**src/rtl/spi_target_bridge_if.sv**
```systemverilog
// Local register bus between the SPI target bridge and a small peripheral
// register file.
//   master : the bridge; drives write strobe/address/data and read address,
//            and takes read data back.
//   slave  : the register file; returns rd_data combinationally from rd_addr.
interface spi_target_bridge_if #(
  parameter int ADDR_W = 4
);
  logic              wr_strobe;
  logic [ADDR_W-1:0] wr_addr;
  logic [7:0]        wr_data;
  logic [ADDR_W-1:0] rd_addr;
  logic [7:0]        rd_data;

  modport master (output wr_strobe, wr_addr, wr_data, rd_addr, input rd_data);
  modport slave  (input wr_strobe, wr_addr, wr_data, rd_addr, output rd_data);
endinterface

```
**src/rtl/spi_target_bridge.sv**
```systemverilog
// SPI target (mode 0, MSB first) for a slow, software-driven SPI controller.
// The SPI pins are oversampled with clk_i. Framed transactions are turned
// into single-cycle register write strobes and register read fetches.
//
// Frame layout: command byte {rw, ignored, addr[ADDR_W-1:0]}, then data
// bytes. The address auto-increments per byte and wraps mod 2^ADDR_W.
//
// Ports:
//   clk_i, rst_n      system clock, synchronous active-low reset
//   spi_cs_n          chip select (async to clk_i)
//   spi_sclk          SPI clock, mode 0, at most clk_i/8
//   spi_mosi          controller-to-target data
//   spi_miso          target-to-controller data (registered)
//   spi_miso_oe       high while the synchronized CS is asserted
//   frame_active      high while a frame is being decoded
//   bus               register bus (write strobe/addr/data, read addr/data)
module spi_target_bridge #(
  parameter int ADDR_W      = 4,
  parameter int SYNC_STAGES = 2
) (
  input  logic                        clk_i,
  input  logic                        rst_n,
  input  logic                        spi_cs_n,
  input  logic                        spi_sclk,
  input  logic                        spi_mosi,
  output logic                        spi_miso,
  output logic                        spi_miso_oe,
  output logic                        frame_active,
  spi_target_bridge_if.master         bus
);

  typedef enum logic [1:0] {IDLE, CMD, WDATA, RDATA} state_e;

  state_e state_q, state_d;

  logic [SYNC_STAGES-1:0] cs_sync_q, sclk_sync_q, mosi_sync_q;
  logic                   cs_prev_q, sclk_prev_q;
  logic                   cs_s, sclk_s, mosi_s;
  logic                   cs_rise, cs_fall, sclk_rise, sclk_fall;

  logic [2:0]        bit_cnt_q, bit_cnt_d;
  logic [6:0]        rx_q, rx_d;      // only 7 bits need holding; the 8th arrives live
  logic [7:0]        rx_next;
  logic [7:0]        tx_q, tx_d;
  logic [ADDR_W-1:0] addr_q, addr_d;
  logic              wr_strobe_q, wr_strobe_d;
  logic [ADDR_W-1:0] wr_addr_q, wr_addr_d;
  logic [7:0]        wr_data_q, wr_data_d;
  logic [ADDR_W-1:0] rd_addr_q, rd_addr_d;
  logic              load_q, load_d;  // reload tx_q from rd_data this cycle
  logic              skip_q, skip_d;  // swallow the falling edge that closes a byte
  logic              byte_done;

  // Synchronizers plus one extra sample for edge detection. CS idles high.
  always_ff @(posedge clk_i) begin
    if (!rst_n) begin
      cs_sync_q   <= '1;
      sclk_sync_q <= '0;
      mosi_sync_q <= '0;
      cs_prev_q   <= 1'b1;
      sclk_prev_q <= 1'b0;
    end else begin
      cs_sync_q[0]   <= spi_cs_n;
      sclk_sync_q[0] <= spi_sclk;
      mosi_sync_q[0] <= spi_mosi;
      for (int i = 1; i < SYNC_STAGES; i++) begin
        cs_sync_q[i]   <= cs_sync_q[i-1];
        sclk_sync_q[i] <= sclk_sync_q[i-1];
        mosi_sync_q[i] <= mosi_sync_q[i-1];
      end
      cs_prev_q   <= cs_s;
      sclk_prev_q <= sclk_s;
    end
  end

  assign cs_s      = cs_sync_q[SYNC_STAGES-1];
  assign sclk_s    = sclk_sync_q[SYNC_STAGES-1];
  assign mosi_s    = mosi_sync_q[SYNC_STAGES-1];
  assign cs_rise   =  cs_s   & ~cs_prev_q;
  assign cs_fall   = ~cs_s   &  cs_prev_q;
  assign sclk_rise =  sclk_s & ~sclk_prev_q;
  assign sclk_fall = ~sclk_s &  sclk_prev_q;

  assign rx_next   = {rx_q, mosi_s};
  assign byte_done = sclk_rise && (bit_cnt_q == 3'd7);

  always_ff @(posedge clk_i) begin
    if (!rst_n) begin
      state_q     <= IDLE;
      bit_cnt_q   <= '0;
      rx_q        <= '0;
      tx_q        <= '0;
      addr_q      <= '0;
      wr_strobe_q <= 1'b0;
      wr_addr_q   <= '0;
      wr_data_q   <= '0;
      rd_addr_q   <= '0;
      load_q      <= 1'b0;
      skip_q      <= 1'b0;
    end else begin
      state_q     <= state_d;
      bit_cnt_q   <= bit_cnt_d;
      rx_q        <= rx_d;
      tx_q        <= tx_d;
      addr_q      <= addr_d;
      wr_strobe_q <= wr_strobe_d;
      wr_addr_q   <= wr_addr_d;
      wr_data_q   <= wr_data_d;
      rd_addr_q   <= rd_addr_d;
      load_q      <= load_d;
      skip_q      <= skip_d;
    end
  end

  always_comb begin
    state_d     = state_q;
    bit_cnt_d   = bit_cnt_q;
    rx_d        = rx_q;
    tx_d        = tx_q;
    addr_d      = addr_q;
    wr_strobe_d = 1'b0;
    wr_addr_d   = wr_addr_q;
    wr_data_d   = wr_data_q;
    rd_addr_d   = rd_addr_q;
    load_d      = 1'b0;
    skip_d      = skip_q;

    // rd_data settles one cycle after rd_addr moved.
    if (load_q) tx_d = bus.rd_data;

    // CS release wins over any simultaneous sclk edge; partial bytes are dropped.
    if (cs_rise) begin
      state_d   = IDLE;
      bit_cnt_d = '0;
      tx_d      = '0;
      load_d    = 1'b0;
      skip_d    = 1'b0;
    end else begin
      case (state_q)
        IDLE: begin
          if (cs_fall) begin
            state_d   = CMD;
            bit_cnt_d = '0;
            rx_d      = '0;
            tx_d      = '0;
            skip_d    = 1'b0;
          end
        end
        default: begin
          if (sclk_rise) begin
            rx_d      = rx_next[6:0];
            bit_cnt_d = bit_cnt_q + 3'd1;
          end
          if (sclk_fall) begin
            if (skip_q) skip_d = 1'b0;
            else        tx_d   = {tx_q[6:0], 1'b0};
          end
          if (byte_done) begin
            case (state_q)
              CMD: begin
                addr_d = rx_next[ADDR_W-1:0];
                if (rx_next[7]) begin
                  state_d   = RDATA;
                  rd_addr_d = rx_next[ADDR_W-1:0];
                  load_d    = 1'b1;
                  skip_d    = 1'b1;
                end else begin
                  state_d   = WDATA;
                end
              end
              WDATA: begin
                wr_addr_d   = addr_q;
                wr_data_d   = rx_next;
                wr_strobe_d = 1'b1;
                addr_d      = addr_q + 1'b1;
              end
              RDATA: begin
                addr_d    = addr_q + 1'b1;
                rd_addr_d = addr_q + 1'b1;
                load_d    = 1'b1;
                skip_d    = 1'b1;
              end
              default: ;
            endcase
          end
        end
      endcase
    end
  end

  assign spi_miso      = tx_q[7];
  assign spi_miso_oe   = ~cs_s;
  assign frame_active  = (state_q != IDLE);
  assign bus.wr_strobe = wr_strobe_q;
  assign bus.wr_addr   = wr_addr_q;
  assign bus.wr_data   = wr_data_q;
  assign bus.rd_addr   = rd_addr_q;

endmodule
```
**src/flat_wrapper.sv**
```systemverilog
// flat-port wrapper written by rule: the top's interface ports become plain ports
module spi_target_bridge_flat 
#(
  parameter int ADDR_W      = 4,
  parameter int SYNC_STAGES = 2
)
  (clk_i, rst_n, spi_cs_n, spi_sclk, spi_mosi, spi_miso, spi_miso_oe, frame_active, bus_wr_strobe, bus_wr_addr, bus_wr_data, bus_rd_addr, bus_rd_data);
  spi_target_bridge_if #(.ADDR_W(ADDR_W)) bus_i ();
  input  logic clk_i;
  input  logic rst_n;
  input  logic spi_cs_n;
  input  logic spi_sclk;
  input  logic spi_mosi;
  output logic spi_miso;
  output logic spi_miso_oe;
  output logic frame_active;
  output wire logic [$bits(bus_i.wr_strobe)-1:0] bus_wr_strobe;
  output wire logic [$bits(bus_i.wr_addr)-1:0] bus_wr_addr;
  output wire logic [$bits(bus_i.wr_data)-1:0] bus_wr_data;
  output wire logic [$bits(bus_i.rd_addr)-1:0] bus_rd_addr;
  input wire logic [$bits(bus_i.rd_data)-1:0] bus_rd_data;
  assign bus_wr_strobe = bus_i.wr_strobe;
  assign bus_wr_addr = bus_i.wr_addr;
  assign bus_wr_data = bus_i.wr_data;
  assign bus_rd_addr = bus_i.rd_addr;
  assign bus_i.rd_data = bus_rd_data;
  spi_target_bridge #(.ADDR_W(ADDR_W), .SYNC_STAGES(SYNC_STAGES)) u_core (.clk_i(clk_i), .rst_n(rst_n), .spi_cs_n(spi_cs_n), .spi_sclk(spi_sclk), .spi_mosi(spi_mosi), .spi_miso(spi_miso), .spi_miso_oe(spi_miso_oe), .frame_active(frame_active), .bus(bus_i));
endmodule
```
**config.mk**
```make
export PLATFORM = sky130hd
export DESIGN_NAME = spi_target_bridge_flat
export DESIGN_NICKNAME = d
export VERILOG_FILES = /design/src/rtl/spi_target_bridge_if.sv /design/src/rtl/spi_target_bridge.sv /design/src/flat_wrapper.sv
export SDC_FILE = /design/constraint.sdc
export NUM_CORES = 1
export LEC_CHECK = 0
export ABC_AREA = 1
export CORE_AREA = 2 2 68 70
export DETAILED_ROUTE_END_ITERATION = 16
export DIE_AREA = 0 0 70 72
export PLACE_DENSITY = 0.76
export SYNTH_ARGS = -nofsm -noshare
export SYNTH_HDL_FRONTEND = slang
export SYNTH_SLANG_ARGS = --single-unit
```
**constraint.sdc**
```tcl
create_clock -name clk_i -period 3 [get_ports clk_i]
set_input_delay 0.6 -clock clk_i [delete_from_list [all_inputs] [get_ports clk_i]]
set_output_delay 0.6 -clock clk_i [all_outputs]
set_load 0.03 [all_outputs]
```
==> results of run 1 <==
-- per-layer routing --
layer,GRT usage,vias up
li1,-,981
met4,0.0769,0
met1,0.216,832
met3,0.0417,6
met5,0,-
met2,0.309,35
-- cells in the final DEF, fill, tap and decap left out --
cell type / count
nor2_4: 3
a21oi_1: 32
inv_1: 22
nor2_2: 2
clkdlybuf4s50_1: 32
o21ai_0: 15
o22ai_1: 1
nand2_4: 2
nand2_2: 6
ha_1: 3
mux2i_1: 8
nand2_1: 72
clkbuf_1: 1
o21ai_1: 1
buf_4: 1
nand3_1: 26
clkbuf_8: 7
nor2_1: 22
nand3_4: 1
nor3_1: 1
dfxtp_1: 51
nand4_1: 1
or2_2: 4
inv_2: 2
-- stage by stage --
step                hold WS, ps  power, W
floorplan                   390  0.000740
global placement            392  0.000764
detailed placement          400  0.000766
CTS                         427   0.00119
global route                438   0.00121
finish                      422   0.00117
-- cell families (layout without fill, tap and decap cells) --
family,Yosys count,in the layout,share of synthesized area
fa+ha+maj,3,3,0.0172
buf+inv,32,65,0.0695
flops,51,51,0.468
simple gates,140,140,0.295
mux,8,8,0.0367
compound gates,49,49,0.113
-- critical path, stage by stage (launching register included) --
cell	delay, ps
dfxtp_1	510
inv_2	140
nand2_4	130
clkdlybuf4s50_1	670
-- layout make-up --
cell class / count / area, um2
fill: 416 / 1650
sequential: 51 / 1020
multi-input combinational: 200 / 1010
timing repair buffer: 33 / 328
clock buffer: 8 / 100
inverter: 24 / 90.1
tap: 52 / 65.1
-- worst max-delay path by stage --
stage / startpoint / endpoint / slack (ps)
finish: u_core.state_q[1] / frame_active / 640
global route: u_core.state_q[1] / frame_active / 580
CTS: u_core.state_q[1] / frame_active / 650
detailed placement: rst_n / u_core.cs_sync_q[0] / 880
global placement: rst_n / u_core.cs_sync_q[1] / 920
floorplan: u_core.bit_cnt_q[0] / u_core.bus.wr_addr[1] / 1570
-- flip-flops by register name (all words and copies together) (netlist names) --
signal                flops
u_core.cs_prev_q          1
u_core.cs_sync_q          2
u_core.addr_q             4
u_core.bus.wr_strobe      1
u_core.state_q            2
u_core.tx_q               8
u_core.sclk_sync_q        2
u_core.load_q             1
u_core.rx_q               7
u_core.bus.wr_addr        4
u_core.bus.rd_addr        4
u_core.bus.wr_data        8
u_core.mosi_sync_q        2
u_core.skip_q             1
u_core.sclk_prev_q        1
u_core.bit_cnt_q          3
-- power groups by stage --
stage	combinational, W	sequential (W)	clock, W
floorplan	0.0000401	0.000700	0
global placement	0.0000630	0.000701	0
detailed placement	0.0000645	0.000701	0
CTS	0.0000647	0.000686	0.000436
global route	0.0000701	0.000686	0.000456
finish	0.0000639	0.000685	0.000420
==> results.cfg, run 1 <==
[worst_hold_path]
min_to = u_core.mosi_sync_q[1]
holdPathStages = 2
min-delay-start = u_core.mosi_sync_q[0]
hp-class = flip-flop to flip-flop

[pwr]
p_per_area_mw_per_mm2 = 448
pwr-share-comb = 0.055
switching_share = 0.214
p_leak_nw = 1.03
p_switching_w = 0.000250
ir_drop_mv = 0.276
power.internal_w = 0.000919
power_frac_seq = 0.586
clkPwrFrac = 0.359

[drt]
wl_per_cell_um = 11.5
drt_wl_total_um = 4250
met3_length_um = 197
routed-via-count = 1854
initialDrtViolationCount = 50
m1WireLength_um = 1970
first_pass_iters = 4
drc = 0
antenna_left = 0
top_layer = met4
viasPerCell = 5.04
wl_met2_um = 2000

[run_status]
status = completed

[timing]
setup_tns_ps = 0
tightest_slew_ps = 715
setup_violations = 0
fin_ws_ps = 643
clock_skew_ps = 4.86
maxSlewHeadroom = 0.523
hold_violations = 0
fmax_mhz = 424
finalMaxSlewViolations = 0
timing.final.crit_share = 0.786
min_period_ps = 2360
rsz0062_at_grt = false

[yosys]
ys_ff_latch = 51
synth_flop_cell = dfxtp_1
syn_avg_cell_area_um2 = 7.70
synth_common_cells = nand2_1 (72), dfxtp_1 (51), a21oi_1 (32)
synth-edff-count = 0
synthTopCellsByArea = dfxtp_1 (47%), nand2_1 (12%), a21oi_1 (7.3%), nand3_1 (6.0%), inv_1 (3.8%)
yosysTopAreaCellShare = 0.468
synth.most_common_cell = nand2_1
synthCells = 283
syn_area_mm2 = 0.00218
seq_area_frac_synth = 0.468
synth_top_area_cell = dfxtp_1
yosysWarnings = 0
synth_cell_types = 23
syn_nets = 299
async_flop_share = 0

[global_routing]
overflow = 0
grt_pass1_vias = 1717
antenna_found_initial = 0
grt_max_degree = 26
grt_pass1_wl_um = 7220
grt_usage = 0.179

[placement]
dpl_cell_area_mm2 = 0.00251
gp_congestion = 0.774
io_buffers = 32
pre_cts_slack_ps = 885
dpl.hpwl_um = 3000
dp_cells = 360

[cells_and_area]
stdcell_area_mm2 = 0.00261
post-route-util = 0.612
area_growth_syn_to_layout_pct = 19.8
fin_nets = 331
layout-drive-gt1-share = 0.0886
diodes = 0
stdcell_count = 368

[cts]
clk_pin_slew_ps = 80
htreeDepth = 2
numCtsBuffers = 5
cts_tree = yes
cts_setup_buffers = 0
cts-root-buf = clkbuf_8
cts_resized = 0
cts.sinks = 51
clockBufferDepth = 2
cts_hold_buf = 0
clk_latency_ps = 300

[flow_run]
maxCapViolations = 0

[critical_path]
required_ps = 2400
r2r_end = u_core.bus.wr_addr[3]
rr_worst_depth = 7
cp-start-kind = flip-flop
cp-end-kind = output port
critPathKind = flip-flop to output port
rrSetupSlack_ps = 1030
crit_path_max_fanout = 8
reg2reg_from = u_core.bit_cnt_q[0]
cp.arrival_ps = 1760

[floorplanning]
start_util = 0.511
placementRows = 24
die_h_um = 72
io_pins = 33
core-area_mm2 = 0.00426
dieWidth_um = 70
design.die.area_mm2 = 0.00504
Power figures use the tool's default switching activity.
==> run 2, diff against run 1 <==
--- a/config.mk
+++ b/config.mk
@@ -6,10 +6,10 @@
 export NUM_CORES = 1
 export LEC_CHECK = 0
 export ABC_AREA = 1
-export CORE_AREA = 2 2 68 70
+export CORE_AREA = 2 2 71 73
 export DETAILED_ROUTE_END_ITERATION = 16
-export DIE_AREA = 0 0 70 72
-export PLACE_DENSITY = 0.76
+export DIE_AREA = 0 0 73 75
+export PLACE_DENSITY = 0.73
 export SYNTH_ARGS = -nofsm -noshare
 export SYNTH_HDL_FRONTEND = slang
 export SYNTH_SLANG_ARGS = --single-unit
==> constraint.sdc (replaced) <==
create_clock -name clk_i -period 2.1 [get_ports clk_i]
set_input_delay 0.42 -clock clk_i [delete_from_list [all_inputs] [get_ports clk_i]]
set_output_delay 0.42 -clock clk_i [all_outputs]
set_load 0.03 [all_outputs]
==> run 2 against run 1 <==
Against the previous run:
- total power rose by 38%
- cell count up 1.4%
- clock skew hardly changed
- setup slack got worse by 420 ps
- critical endpoint unchanged
- largest power group unchanged
- highest routed layer unchanged
==> results.cfg, run 2 (synthesized netlist as in run 1, its figures left out) <==
[pwr]
pwr-share-comb = 0.059
p_switching_w = 0.000373
power_frac_seq = 0.606
power.internal_w = 0.00124
p_leak_nw = 1.05
p_per_area_mw_per_mm2 = 617
switching_share = 0.231
ir_drop_mv = 0.390
clkPwrFrac = 0.335

[floorplanning]
core-area_mm2 = 0.00466
io_pins = 33
start_util = 0.468
die_h_um = 75
placementRows = 25
dieWidth_um = 73
design.die.area_mm2 = 0.00548

[drt]
first_pass_iters = 4
top_layer = met4
initialDrtViolationCount = 115
routed-via-count = 1868
wl_met2_um = 2110
viasPerCell = 5.01
antenna_left = 0
wl_per_cell_um = 11.9
drc = 0
m1WireLength_um = 2060
drt_wl_total_um = 4430
met3_length_um = 214

[timing]
maxSlewHeadroom = 0.696
fin_hold_ws_ps = 422
fmax_mhz = 533
fin_ws_ps = 225
tightest_slew_ps = 455
rsz0062_at_grt = false
hold_violations = 0
finalMaxSlewViolations = 0
timing.final.crit_share = 0.893
min_period_ps = 1880
setup_violations = 0
setup_tns_ps = 0
clock_skew_ps = 5.00

[critical_path]
critPathKind = flip-flop to output port
crit_path_max_fanout = 8
cp-end-kind = output port
required_ps = 1680
cp-start-kind = flip-flop
cp.arrival_ps = 1460

[global_routing]
grt_pass1_vias = 1736
grt_max_degree = 21
grt_pass1_wl_um = 7470
antenna_found_initial = 0
overflow = 0
grt_usage = 0.177

[cells_and_area]
area_growth_syn_to_layout_pct = 20.1
regArea_mm2 = 0.00102
multi_input_area_mm2 = 0.00101
layout_commonest_cell = nand2_1
fillCellCount = 465
fin_nets = 334
stdcell_count = 373
diodes = 0
layout-drive-gt1-share = 0.100
mostFrequentLayoutCells = nand2_1 (72), dfxtp_1 (51), a21oi_1 (32)

[cts]
clk_latency_ps = 300
clockBufferDepth = 2
clk_pin_slew_ps = 90
htreeDepth = 2
cts_tree = yes
cts.sinks = 51
cts-root-buf = clkbuf_8
cts_hold_buf = 0
numCtsBuffers = 5

[placement]
pre_cts_slack_ps = 289
dp_cells = 365
gp_congestion = 0.898
io_buffers = 32
dpl.hpwl_um = 3250

[flow_run]
maxCapViolations = 0

[run_status]
status = completed

[worst_hold_path]
hp-class = flip-flop to flip-flop
run 2: cell count changes in the layout (fill, tap and decap cells not counted), sizes merged:
cell | before | now
dlygate4sd2 | 0 | 1
buf | 1 | 4
clkdlybuf4s50 | 32 | 31
clkbuf | 8 | 5
clkinv | 0 | 3
run 2: metal layers:
layer | GRT usage | vias to the layer above
met4 | 0.0556 | 0
met3 | 0.0442 | 5
li1 | - | 984
met2 | 0.293 | 42
met1 | 0.227 | 837
met5 | 0 | -
run 2: worst paths after layout:
check	startpoint	end	slack [ps]	cells past startpoint
min reg2reg	u_core.mosi_sync_q[0]	u_core.mosi_sync_q[1]	420	2
max reg2reg	u_core.bit_cnt_q[0]	u_core.bus.wr_data[1]	490	7
max	u_core.state_q[1]	frame_active	220	3
min	u_core.mosi_sync_q[0]	u_core.mosi_sync_q[1]	420	2
run 2: timing repair:
action | in CTS | in global routing
setup buffers | 0 | 0
endpoints found under the setup margin | 1 | 0
resized for setup | 1 | 0
run 2: critical path: stages (launching register included):
cell and delay (ps):
dfxtp_1 490, inv_2 130, nand2_4 120, dlygate4sd2_1 400
run 2: power groups by stage:
stage | Clock (W) | Combinational, W | Sequential (W)
2_1_floorplan | 0 | 0.0000573 | 0.00100
3_3_place_gp | 0 | 0.0000940 | 0.00100
3_5_place_dp | 0 | 0.0000958 | 0.00100
4_1_cts | 0.000552 | 0.0000956 | 0.000980
5_1_grt | 0.000597 | 0.000105 | 0.000981
6_report | 0.000541 | 0.0000946 | 0.000979
run 2: layout make-up:
| type | count | area share |
|---|---|---|
| timing repair buffer | 36 | 0.133 |
| sequential | 51 | 0.390 |
| multi-input combinational | 200 | 0.385 |
| inverter | 24 | 0.0344 |
| tap | 54 | 0.0258 |
| clock buffer | 5 | 0.0263 |
| clock inverter | 3 | 0.00573 |
run 2: through the flow:
stage          utilization  area [um2]  power [W]
2_1_floorplan            -        2180    0.00106
3_3_place_gp         0.544        2540    0.00110
3_5_place_dp         0.544        2540    0.00110
4_1_cts              0.562        2620    0.00163
5_1_grt              0.562        2620    0.00168
6_report             0.562        2620    0.00162
